**config.mk**
```make
export PLATFORM = sky130hd
export DESIGN_NAME = mult_acc
export DESIGN_NICKNAME = d
export VERILOG_FILES = /design/src/rtl/mult_acc_pkg.sv /design/src/rtl/mult_acc_sat_add.sv /design/src/rtl/mult_acc.sv
export SDC_FILE = /design/constraint.sdc
export NUM_CORES = 1
export LEC_CHECK = 0
export CAP_MARGIN = 5
export CORE_AREA = 2 2 173 175
export CTS_BUF_LIST = sky130_fd_sc_hd__clkbuf_16
export CTS_CLUSTER_SIZE = 20
export DETAILED_ROUTE_END_ITERATION = 8
export DIE_AREA = 0 0 175 177
export GPL_TIMING_DRIVEN = 1
export PLACE_DENSITY = 0.58
export SLEW_MARGIN = 5
export SYNTH_ARGS = -nofsm -noshare
export SYNTH_HDL_FRONTEND = slang
export SYNTH_HIERARCHICAL = 1
export SYNTH_SLANG_ARGS = --single-unit
```
**constraint.sdc**
```tcl
create_clock -name clk -period 4.45 [get_ports clk]
set_clock_uncertainty 0.2 [all_clocks]
set_input_delay 0.89 -clock clk [delete_from_list [all_inputs] [get_ports clk]]
set_output_delay 0.89 -clock clk [all_outputs]
set_load 0.02 [all_outputs]
```
**src/rtl/mult_acc_pkg.sv**
```systemverilog
// mult_acc_pkg: shared types and width helpers for the mult_acc accumulation stage.
package mult_acc_pkg;

    // Two-state group FSM: collecting products, or holding a finished result.
    typedef enum logic {
        ACCUM = 1'b0,
        HOLD  = 1'b1
    } state_t;

    // Accumulator width: full product plus guard bits.
    function automatic int unsigned acc_width(input int unsigned width, input int unsigned guard);
        return 2 * width + guard;
    endfunction

    // Per-group product counter width.
    function automatic int unsigned cnt_width(input int unsigned count);
        return $clog2(count);
    endfunction

endpackage

```
**src/rtl/mult_acc_sat_add.sv**
```systemverilog
// mult_acc_sat_add: ACC_W unsigned adder with carry-out.
// With MULT_ACC_SAT_EN defined, a carry saturates the result to all ones;
// otherwise the result wraps modulo 2^ACC_W.
module mult_acc_sat_add #(
    parameter int unsigned ACC_W = 72
) (
    input  logic [ACC_W-1:0] i_a,
    input  logic [ACC_W-1:0] i_b,
    output logic [ACC_W-1:0] o_sum_c,
    output logic             o_carry_c
);

    logic [ACC_W:0] w_full;

    // One bit wider than the operands so the carry-out is visible.
    always_comb begin
        w_full    = {1'b0, i_a} + {1'b0, i_b};
        o_carry_c = w_full[ACC_W];
`ifdef MULT_ACC_SAT_EN
        o_sum_c   = w_full[ACC_W] ? {ACC_W{1'b1}} : w_full[ACC_W-1:0];
`else
        o_sum_c   = w_full[ACC_W-1:0];
`endif
    end

endmodule

```
**src/rtl/mult_acc.sv**
```systemverilog
// mult_acc: sums each group of COUNT {hi, lo} products into one ACC_W result,
// with valid/ready on both sides and zero-bubble chaining between groups.
// Optional feature macro: MULT_ACC_SAT_EN (saturating accumulation).
module mult_acc
    import mult_acc_pkg::*;
#(
    parameter int unsigned WIDTH = 32,
    parameter int unsigned COUNT = 8,
    parameter int unsigned GUARD = 8
) (
    input  logic                                 clk,
    input  logic                                 rst,
    input  logic [WIDTH-1:0]                     hi,
    input  logic [WIDTH-1:0]                     lo,
    input  logic                                 valid_in,
    output logic                                 ready_out,
    output logic [acc_width(WIDTH, GUARD)-1:0]   sum,
    output logic                                 ovf,
    output logic                                 valid_out,
    input  logic                                 ready_in
);

    localparam int unsigned ACC_W = acc_width(WIDTH, GUARD);
    localparam int unsigned CNT_W = cnt_width(COUNT);

    if (COUNT < 2) begin : g_bad_count
        $error("mult_acc: COUNT must be at least 2");
    end

    state_t             r_state;
    logic [ACC_W-1:0]   r_acc;
    logic [CNT_W-1:0]   r_cnt;
    logic               r_grp_ovf;
    logic [ACC_W-1:0]   r_sum;
    logic               r_ovf;
    logic               r_valid_out;

    logic [ACC_W-1:0]   w_p;
    logic [ACC_W-1:0]   w_add_sum;
    logic               w_add_carry;
    logic               w_grp_ovf;
    logic               w_accept;
    logic               w_emit;
    logic               w_last;

    // Running accumulator plus incoming product.
    mult_acc_sat_add #(
        .ACC_W (ACC_W)
    ) u_add (
        .i_a       (r_acc),
        .i_b       (w_p),
        .o_sum_c   (w_add_sum),
        .o_carry_c (w_add_carry)
    );

    // Handshake decode; ready_out depends only on state, ready_in and reset.
    always_comb begin
        w_p       = ACC_W'({hi, lo});
        ready_out = !rst && ((r_state == ACCUM) || ready_in);
        w_accept  = valid_in && ready_out;
        w_emit    = r_valid_out && ready_in;
        w_last    = (r_cnt == CNT_W'(COUNT - 1));
        w_grp_ovf = r_grp_ovf || w_add_carry;
    end

    // Group FSM: accumulate COUNT products, then hold the result until taken.
    always_ff @(posedge clk) begin
        if (rst) begin
            r_state     <= ACCUM;
            r_acc       <= '0;
            r_cnt       <= '0;
            r_grp_ovf   <= 1'b0;
            r_sum       <= '0;
            r_ovf       <= 1'b0;
            r_valid_out <= 1'b0;
        end else begin
            case (r_state)
                ACCUM: begin
                    if (w_accept) begin
                        if (w_last) begin
                            r_sum       <= w_add_sum;
                            r_ovf       <= w_grp_ovf;
                            r_acc       <= '0;
                            r_cnt       <= '0;
                            r_grp_ovf   <= 1'b0;
                            r_valid_out <= 1'b1;
                            r_state     <= HOLD;
                        end else begin
                            r_acc       <= w_add_sum;
                            r_cnt       <= r_cnt + CNT_W'(1);
                            r_grp_ovf   <= w_grp_ovf;
                        end
                    end
                end
                HOLD: begin
                    if (w_emit) begin
                        r_valid_out <= 1'b0;
                        r_state     <= ACCUM;
                        r_grp_ovf   <= 1'b0;
                        // A product accepted on the emit edge opens the next group.
                        if (w_accept) begin
                            r_acc <= w_p;
                            r_cnt <= CNT_W'(1);
                        end else begin
                            r_acc <= '0;
                            r_cnt <= '0;
                        end
                    end
                end
                default: begin
                    r_state     <= ACCUM;
                    r_valid_out <= 1'b0;
                end
            endcase
        end
    end

    assign sum       = r_sum;
    assign ovf       = r_ovf;
    assign valid_out = r_valid_out;

endmodule

```
[Word-level counts from Yosys, hierarchy flattened]
Cells that the tools add are included.
Operators by class
  $add $sub $neg: 2
  $mul: 0
  div/mod/pow operators: 0
  magnitude comparators: 0
  eq/ne operators: 4
  shift-type cells: 0
  mux-type cells: 21
  bitwise logic cells: 1
  reduce and logical (&&, ||, !) cells: 9
Operator list (number)
  $mux W72: 3
  $pmux W72 S2: 1
  $add A72 B64 Y73: 1
  $mux W64: 1
  $mux W1: 9
  $mux W3: 3
  $pmux W1 S2: 3
  $pmux W3 S2: 1
  $reduce_and A3 Y1: 2
  $ne A2 B2 Y1 const B: 2
  $add A3 B1 Y3 const B: 1
  $eq A3 B3 Y1 const B: 1
  $logic_and A1 B1 Y1: 3
  $logic_or A1 B1 Y1: 2
  $ne A2 B1 Y1 const B: 1
  $reduce_and A2 Y1: 1
  $logic_not A1 Y1: 1
  $not A1 Y1: 1
Word-level totals
  register bits: 151
  latch bits: 0
  bits in writable memories: 0
  bits in read-only memories: 0
  input port bits: 68
  output and inout bits: 75
  word-level logic and storage cells: 44
  memories kept: 0

[Longest topological paths before layout]
  depth after elaboration: 7
  mapped depth: 13
  depth with buffers taken out: 13

[Cells and area by module]
The synthesis kept the hierarchy.
Modules (own cells, without submodules)
  mult_acc: instances 1, cells each 683, area an instance 6002.0 sq um, sequential area each 3022.9 sq um
  mult_acc_sat_add: instances 1, cells each 686, area an instance 4573.1 sq um, sequential area each 0.0 sq um

[Worst setup path after synthesis]
No wires, ideal clock.
  kind: input port to flip-flop
  start: input port lo[0]
  end: register r_acc[58]
  library setup time: 95 ps
  arrival: 3536 ps
  data required time: 4155 ps
  path slack: 619 ps
  stages: 13
  path buffers: 0
  cells stage by stage: ha_1 fa_1 a21oi_1 o211ai_1 a221oi_2 nor4b_1 o21ai_0 nand3_1 a31oi_2 o31ai_1 xor2_1 a22oi_1 a221oi_1
On the way
  longest elaborated chain between the ends: 4
RTL lines
  start, declared: line mult_acc.sv:14  | input logic [WIDTH-1:0] lo,
  $add A72 B64 Y73: line mult_acc_sat_add.sv:17  | w_full = {1'b0, i_a} + {1'b0, i_b};
  named net w_add_sum[58]: line mult_acc.sv:39  | logic [ACC_W-1:0] w_add_sum;
  $mux W72: line mult_acc.sv:80  | if (w_last) begin
  $mux W72: line mult_acc.sv:79  | if (w_accept) begin
  $pmux W72 S2: line mult_acc.sv:77  | case (r_state)
  end signal, assigned: line mult_acc.sv:89  | r_acc <= w_add_sum;
  end signal, assigned: line mult_acc.sv:102  | r_acc <= w_p;
  end, declared: line mult_acc.sv:31  | logic [ACC_W-1:0] r_acc;
The timed path passes the listed nets, and every way through them passes these cells. The select of a mux whose other input is x is not followed.
A chain may end at the register's enable or synchronous reset.

[Worst setup path after layout]
  start: input port lo[16]
  end: register r_acc[71]
The elaborated chain is that of the path after synthesis.

==> impl_metrics.tcl <==
set metrics [dict create \
    synth-adder-area-share 0.0894 \
    synth_top_family_by_area "compound AO/OA/AOI/OAI gates" \
    dieArea_um2 31000 \
    rows 63 \
    antenna_found_initial 2 \
    clk_pin_slew_ns 0.07 \
    cts_hold_buffers 0 \
    setup_viol 0 \
    power.leakage_nw 5.54 \
    syn_inst 1369 \
    crit_buf_inv 2 \
    synth_top_cell_area_share 0.286 \
    gp_congestion 0.906 \
    coreArea_um2 29200 \
    drv_cap 0 \
    synth_mux_area_frac 0.000947 \
    track_usage 0.218 \
    grt_pass1_vias 10800 \
    dp_hpwl_um 24200 \
    die_h_um 177 \
    drcViolationCount 0 \
    ys_warn_count 6 \
    power.density_nw_per_um2 345 \
    yosysTopAreaCell "dfxtp_1" \
    io_buffers 142 \
    placed_cell_area_um2 13100 \
    min_period_over_period 0.964 \
    critPathKind "primary input to register" \
    grt-ovfl-total 0 \
    yosys-top-cells-area "dfxtp_1, a21oi_1, ha_1, nand2_1, a22oi_1" \
    wl_per_cell_um 16.9 \
    pin_count 143 \
    stdcell_area_um2 13900 \
    synth_compound_area_frac 0.323 \
    seq_area_um2 3020 \
    path_depth 13 \
    crit_fanout 5 \
    tns_ns 0 \
    worstPathArrival_ns 4.45 \
    drtPass1Iterations 5 \
    grt_pass1_wl_um 55200 \
    htreeDepth 4 \
    numClockSinks 151 \
    cp_cell_sequence "clkdlybuf4s50_1 -> ha_2 -> nand4_1 -> nor3_1 -> buf_4 -> o2111ai_2 -> a2111oi_4 -> nor4b_2 -> or4_4 -> and4_4 -> nor3_2 -> o21ai_0 -> a21oi_1" \
    syn_area_per_cell_um2 7.72 \
    drt-initial-drc-count 791 \
    max_slew_margin 0.400 \
    hold_viol 0 \
    hold_depth 2 \
    maxSlewViolCount 0 \
    vias_per_cell 5.51 \
    drt_wl_total_um 33600 \
    nNetsFinal 1726 \
    tritoncts "done" \
    cts_buffers 17 \
    final_antenna_net_count 0 \
    multi_input_area_um2 6830 \
    drive_gt1_frac 0.141 \
    fin_util 0.474 \
    critical_path_required_ns 4.61 \
    nFillCells 2925 \
    hold_path_class "register to register" \
    seq_area_frac_synth 0.286 \
    vias 10900 \
    syn_area_um2 10600 \
    vdd_drop_max_v 0.000228 \
    status "complete, no violations" \
    start_util 0.362 \
    worstMarginPinSlew_ns 0.901 \
    rr_worst_depth 12 \
    areaGrowthSynthToFinish_pct 31.0 \
    synth_seq_cells 151 \
    synthArstFlopShare 0 \
    yosysUniqueCellTypes 82 \
    synth_edf_count 0 \
    yosys.area_share.simple 0.166 \
    cts_max_path_buffers 2 \
    whs_ns 0.253 \
    clk_latency_ns 0.43 \
    cp-end-kind "register" \
    die_w_um 175 \
    grt_start_max_net_pins 77 \
    synthXorXnorAreaFrac 0.0555 \
    clock.fmax_ghz 0.233 \
    clockRootBuffer "clkbuf_16" \
    cp_slowest_cell "or4_4" \
    critPathMaxStageDelay_ns 0.56 \
    critPathTopFamily "simple AND/OR/NAND/NOR gates" \
    synth_flop_cell "dfxtp_1" \
    start_kind "primary input" \
    fin_crit_ns 4.29 \
]
[final timing paths]
kind	start	to	slack, ns
worst max-delay path	lo[16]	r_acc[71]	0.16
worst min-delay path	sum[13]	sum[13]	0.25
worst max register to register	r_acc[17]	r_acc[71]	0.76
worst min register to register	sum[13]	sum[13]	0.25
[kinds of logic (layout without fill, tap and decap cells)]
family	after synthesis	after routing
other	1	10
XOR/XNOR	67	67
adder cells (fa/ha/maj)	75	75
AND/OR/NAND/NOR	384	384
multiplexers	1	1
AO/OA/AOI/OAI	499	499
flip-flops	151	151
buffers and inverters	191	411
[where the power goes]
group / switching, mW / internal (mW)
clock: 0.653 / 0.944
sequential: 0.0387 / 1.42
combinational: 0.907 / 0.819
total: 1.60 / 3.18
[state kept, by name, indices dropped and copies added (netlist names)]
name	cells
r_cnt	3
r_state	1
r_acc	72
valid_out	1
ovf	1
r_grp_ovf	1
sum	72
[through the flow]
stage	setup WS, ns	total power, mW	cells
after global routing	-0.00319	5.05	1987
after floorplan	0.619	2.55	1376
final	0.161	4.78	1988
after global placement	-0.453	3.16	1953
after detailed placement	-0.513	3.17	1953
after CTS	-0.0172	4.78	1985
[per-layer routing]
layer | global-route usage | share of wire | vias up | wire [µm]
met5 | 0 | 0 | - | 0
met4 | 0.0580 | 0.015 | 0 | 488
met1 | 0.292 | 0.46 | 5181 | 15400
li1 | - | - | 5404 | -
met3 | 0.0348 | 0.060 | 28 | 2000
met2 | 0.365 | 0.47 | 336 | 15800
[layout by cell type (no fill, tap or decap), types with 4 or more instances in the layout]
cell             synthesis  final
dfxtp_1                151    151
a21oi_1                185    183
o21ai_0                 59     58
a221oi_1                52     52
ha_1                    74     72
nand4_1                 30     30
o211ai_1                10     10
nor3_1                  17     17
inv_1                   97     98
clkinv_4                 0      4
a21o_1                  30     30
o21a_1                   6      6
xor2_1                  28     28
a211oi_1                 7      7
nand3_1                 23     23
o21ai_1                  3      4
nand2b_1                 4      4
buf_4                   21    138
clkbuf_16                0     17
clkdlybuf4s50_1          0    140
o31ai_1                  5      4
conb_1                   1      8
nor2b_1                  7      6
a31oi_1                  6      6
nand2_1                206    206
bufinv_16                0      4
a221oi_2                15     15
o21bai_1                18     18
nor2_1                  58     58
xnor2_1                 39     39
a22oi_1                 64     64
or3_1                    7      7
[repair_timing]
item	in CTS	in global routing
endpoints found under the setup margin	5	31
gates resized for setup	2	11
gates cloned	0	0
setup buffers	0	1
pin swaps	0	5
[cells in the mapped netlist (3+ instances only)]
cell type / instances
nor4_1: 5
buf_4: 21
nand2b_1: 4
o21ai_1: 3
o31a_1: 3
nor2_1: 58
dfxtp_1: 151
nor3_1: 17
o221ai_1: 3
ha_1: 74
a221oi_2: 15
xor2_1: 28
nand4_1: 30
a22oi_1: 64
o211ai_1: 10
o21a_1: 6
buf_1: 7
o21bai_1: 18
o31ai_1: 5
clkbuf_1: 41
buf_2: 24
a221oi_1: 52
or3_1: 7
nor2b_1: 7
nand3_1: 23
inv_1: 97
a21oi_1: 185
nand2_1: 206
o21ai_0: 59
a211oi_1: 7
a31oi_1: 6
xnor2_1: 39
a21o_1: 30
[tightest hold or removal path, delay by kind of cell, from the launching register on]
kind | cells | cell delay, ns
AND/OR/NAND/NOR | 1 | 0.05
AO/OA/AOI/OAI | 1 | 0.05
flip-flops | 1 | 0.31
[final cells by class]
| type | count | area share |
|---|---|---|
| Inverter | 97 | 0.0263 |
| Tap cell | 390 | 0.0352 |
| Sequential cell | 151 | 0.218 |
| Multi-Input combinational cell | 1034 | 0.493 |
| Antenna cell | 2 | 0.000361 |
| Timing Repair Buffer | 282 | 0.181 |
| Clock inverter | 15 | 0.0147 |
| Clock buffer | 17 | 0.0307 |
(Power assumes the default switching activity.)
